[src/rtl/fetch_ifid_stage.sv]
// Fetch stage and IF/ID pipeline register: owns the PC, selects the next PC
// (sequential / branch / j / jr), and registers the instruction word into D.
module fetch_ifid_stage #(
  parameter logic [31:0] PC_RESET = 32'h0000_3000,
  parameter logic [31:0] IM_BASE  = 32'h0000_3000,
  parameter int unsigned IM_WORDS = 1024
) (
  input  logic        clk,
  input  logic        reset,
  input  logic        stall,
  input  logic [1:0]  npc_op,
  input  logic [25:0] imm26_D,
  input  logic [31:0] rs_val_D,
  input  logic [31:0] imem_rdata,
  output logic [31:0] pc_F,
  output logic [31:0] instr_D,
  output logic [31:0] pc_D,
  output logic [31:0] pc8_D,
  output logic        fetch_err_D
);

  typedef enum logic [1:0] {
    NPC_SEQ    = 2'b00,
    NPC_BRANCH = 2'b01,
    NPC_JUMP   = 2'b10,
    NPC_JR     = 2'b11
  } npc_op_e;

  // Upper bound kept 33 bits wide so a memory ending exactly at 2^32 compares correctly.
  localparam logic [32:0] IM_LIMIT = {1'b0, IM_BASE} + (33'(IM_WORDS) << 2);

  logic [31:0] npc;
  logic [31:0] br_off;
  logic        err_F;
  npc_op_e     op;

  assign op     = npc_op_e'(npc_op);
  assign br_off = {{14{imm26_D[15]}}, imm26_D[15:0], 2'b00};

  // Next-PC select; redirect targets are relative to the instruction in D.
  always_comb begin
    npc = pc_F + 32'd4;
    unique case (op)
      NPC_SEQ:    npc = pc_F + 32'd4;
      NPC_BRANCH: npc = pc_D + 32'd4 + br_off;
      NPC_JUMP:   npc = {pc_D[31:28], imm26_D, 2'b00};
      NPC_JR:     npc = rs_val_D;
      default:    npc = pc_F + 32'd4;
    endcase
  end

  // Fetch address is illegal if misaligned or outside instruction memory.
  always_comb begin
    err_F = (pc_F[1:0] != 2'b00) ||
            (pc_F < IM_BASE) ||
            ({1'b0, pc_F} >= IM_LIMIT);
  end

  // PC and IF/ID register: reset wins, stall holds, else advance.
  always_ff @(posedge clk) begin
    if (reset) begin
      pc_F        <= PC_RESET;
      instr_D     <= '0;
      pc_D        <= PC_RESET;
      fetch_err_D <= 1'b0;
    end else if (!stall) begin
      pc_F        <= npc;
      instr_D     <= err_F ? '0 : imem_rdata;
      pc_D        <= pc_F;
      fetch_err_D <= err_F;
    end
  end

  assign pc8_D = pc_D + 32'd8;

endmodule

[config.mk]
export PLATFORM = sky130hd
export DESIGN_NAME = fetch_ifid_stage
export DESIGN_NICKNAME = d
export VERILOG_FILES = /design/src/rtl/fetch_ifid_stage.sv
export SDC_FILE = /design/constraint.sdc
export NUM_CORES = 1
export LEC_CHECK = 0
export ABC_AREA = 1
export ABC_CLOCK_PERIOD_IN_PS = 6600
export CORE_AREA = 2 2 119 133
export DETAILED_ROUTE_END_ITERATION = 8
export DIE_AREA = 0 0 121 135
export GPL_TIMING_DRIVEN = 0
export PLACE_DENSITY = 0.87
export SLEW_MARGIN = 30
export SYNTH_ARGS = -nofsm -noshare
export SYNTH_HDL_FRONTEND = slang
export SYNTH_SLANG_ARGS = --single-unit
[constraint.sdc]
create_clock -name clk -period 6.6 [get_ports clk]
set_input_delay 0.66 -clock clk [delete_from_list [all_inputs] [get_ports clk]]
set_output_delay 0.66 -clock clk [all_outputs]
set_load 0.02 [all_outputs]
==> metrics.yaml <==
outcome:
  status: "finished, final reports clean"
logic_synthesis:
  synth.area.top_cells: "dfxtp_1 25%, nand2_1 16%, ha_1 9.6%"
  synth-seq-area-share_pct: 24.8
  yosysTopAreaCell: "dfxtp_1"
  synth_edf_count: 0
  syn_area_per_cell_um2: 6.26
  synth_seq_cells: 97
  yosysWarningCount: 0
  synth_cell_types: 39
  synthFlopType: "dfxtp_1"
  synthesis.area_um2: 7830
  syn_inst: 1250
  yosysTopAreaCellShare_pct: 24.8
  async_flop_share_pct: 0
  ys_top_cells_by_count: "342 x nand2_1, 172 x inv_1, 133 x a21oi_1"
  synth_nets: 1406
  yosysMostFrequentCell: "nand2_1"
min_path:
  worstHoldPathCells: 2
  hold_start: "instr_D[30]"
  hold_class: "reg2reg"
  min_to: "instr_D[30]"
worst_setup_path:
  worst_r2r_path_depth: 13
  cp_slowest_cell: "nor4_1"
  r2r_setup_slack_ns: 3.74
  cp-end-kind: "output port"
  critPathKind: "reg2out"
  r2r_start: "pc_D[12]"
  critPathTopFamily: "simple AND/OR/NAND/NOR gates"
  path_buf_inv: 1
  worstPathArrival_ns: 3.11
  cp_slowest_stage_delay_ns: 0.89
  crit_fanout: 5
  cp_cell_sequence: "ha_1 > nand2_2 > nor4_1 > nand2_1 > xor2_1 > clkdlybuf4s50_1"
  cp-start-kind: "register"
  regToRegEndpoint: "pc_F[24]"
  critPathRequiredTime_ns: 5.94
clocking:
  cts_max_level: 3
  cts_setup_buffers: 0
  ctsHoldBuffers: 0
  cts_tree: "yes"
  cts_resized: 0
  cts_num_sinks: 97
  clkTransAtPathRegs_ns: 0.08
  clockRootBuffer: "clkbuf_16"
  insertion_delay_ns: 0.35
  clockBufferDepth: 2
  cts_buffers: 9
grt:
  grt_pass1_vias: 9073
  grt_overflow_total: 0
  grt_start_max_net_pins: 19
  grt_first_pass_wirelength_mm: 48.2
  grt.total_usage_pct: 38.3
  antenna_found_initial: 0
pwr:
  swShare_pct: 36.7
  clkPwrFrac_pct: 30.0
  seq_power_share_pct: 36.7
  p_int_w: 0.00117
  p_leak_nw: 4.80
  power_switching_w: 0.000678
  ir_drop_uv: 146
  comb_power_share_pct: 33.4
  power_density_nw_per_um2: 174
cells_and_area:
  fillers: 1273
  syn_to_final_growth_pct: 35.6
  stdcell_area_um2: 10600
  register_area_um2: 1940
  layout-drive-gt1-share_pct: 2.82
  antenna_cells: 0
  multi_input_area_um2: 5060
  layout.nets: 1640
die:
  rows: 47
  dieHeight_um: 135
  die_area_um2: 16300
  die_w_um: 121
  ioPinCount: 224
  fp.coreArea_um2: 14900
  start_util_pct: 52.6
detailed_routing:
  dr.first_iter.drc_count: 1128
  drc: 0
  vias: 9673
  drt_wl_total_mm: 32.2
  firstDrtPassIters: 8
  routedWlPerCell_um: 19.1
  ant_nets: 0
  via_per_inst: 5.74
job:
  cap_violations: 0
timing:
  finalCritPeriodShare_pct: 57.2
  drv_slew: 0
  setup_viol: 0
  slew_headroom_pct: 31.3
  clock.fmax_mhz: 265
  whs_ns: 0.465
  min_period_ns: 3.77
  final_hold_viol_count: 0
  skew_ns: 0.0110
  rsz0062_at_grt: "no"
  tightest_slew_ns: 1.02
  tns_ns: 0
place:
  routabilityCongestion: 1.01
  port-buffer-count: 223
  placed_area_um2: 10300
  hpwlAfterDp_mm: 26.1
power by group through the flow:
stage                     Clock, W  Sequential, W  Combinational, W
after global routing      0.000573       0.000679          0.000664
after global placement           0       0.000686          0.000589
after detailed placement         0       0.000686          0.000600
after CTS                 0.000552       0.000673          0.000604
final                     0.000554       0.000677          0.000616
after floorplan                  0       0.000703          0.000308
metrics by stage:
stage	power [W]	setup WS, ns	cells	util (%)
finish	0.00185	2.83	1685	71.3
detailed placement	0.00129	2.69	1669	69.3
global placement	0.00128	2.68	1669	69.3
global route	0.00192	2.79	1685	71.3
floorplan	0.00101	3.86	1250	-
CTS	0.00183	2.89	1685	71.3
cells by family after synthesis:
kind of cell    Yosys count  share of synthesized area (%)
buf+inv                 215                           10.5
simple gates            590                           32.5
compound gates          238                           16.9
xor+xnor                 49                           5.48
flops                    97                           24.8
fa+ha+maj                61                           9.85
sequential cells by signal, indices dropped and copies added, names as in the netlist:
register and cells:
pc_D 32, instr_D 32, fetch_err_D 1, pc_F 32
routing by layer:
layer	vias up	GRT usage [%]	routed length, µm
met2	566	67.2	15700
li1	4569	-	-
met1	4445	46.0	12400
met3	93	6.21	2860
met5	-	0	0
met4	0	16.5	1350
cells in the final DEF, fill, tap and decap left out, types with 33 or more instances in the layout:
master           count
a21oi_1            133
clkdlybuf4s50_1    223
nand2_1            342
inv_1              172
ha_1                60
o21ai_0             66
nand3_1             76
dfxtp_1             97
clkbuf_1            33
nor2_1             101
xor2_1              43
worst reg2reg max path: stages (launching register included):
cell and delay [ns]:
dfxtp_1 0.65, ha_1 0.34, ha_1 0.36, nand2_1 0.11
nor2_1 0.40, nand2_1 0.10, nor2_1 0.09, nand2_1 0.13
nand3_1 0.12, nand2_1 0.05, nand3_1 0.19, nand3b_1 0.11
nand2_1 0.08, inv_1 0.04
layout make-up:
class	instances	share of cell area, %
Tap cell	196	2.31
Inverter	174	6.15
Timing Repair Buffer	223	21.0
Clock inverter	7	0.790
Multi-Input combinational cell	938	47.7
Sequential cell	97	18.3
Clock buffer	9	2.12
Buffer	41	1.60
how the worst max path moves through the flow:
stage	slack (ns)	from	depth (start not counted)	end
floorplan	3.86	pc_D[4]	10	pc8_D[27]
global placement	2.68	imm26_D[15]	14	pc_F[30]
detailed placement	2.69	imm26_D[15]	14	pc_F[30]
CTS	2.89	pc_D[4]	6	pc8_D[31]
global route	2.79	pc_D[4]	11	pc8_D[29]
finish	2.83	pc_D[4]	6	pc8_D[31]
No activity file was read; power rests on OpenSTA's default activity.
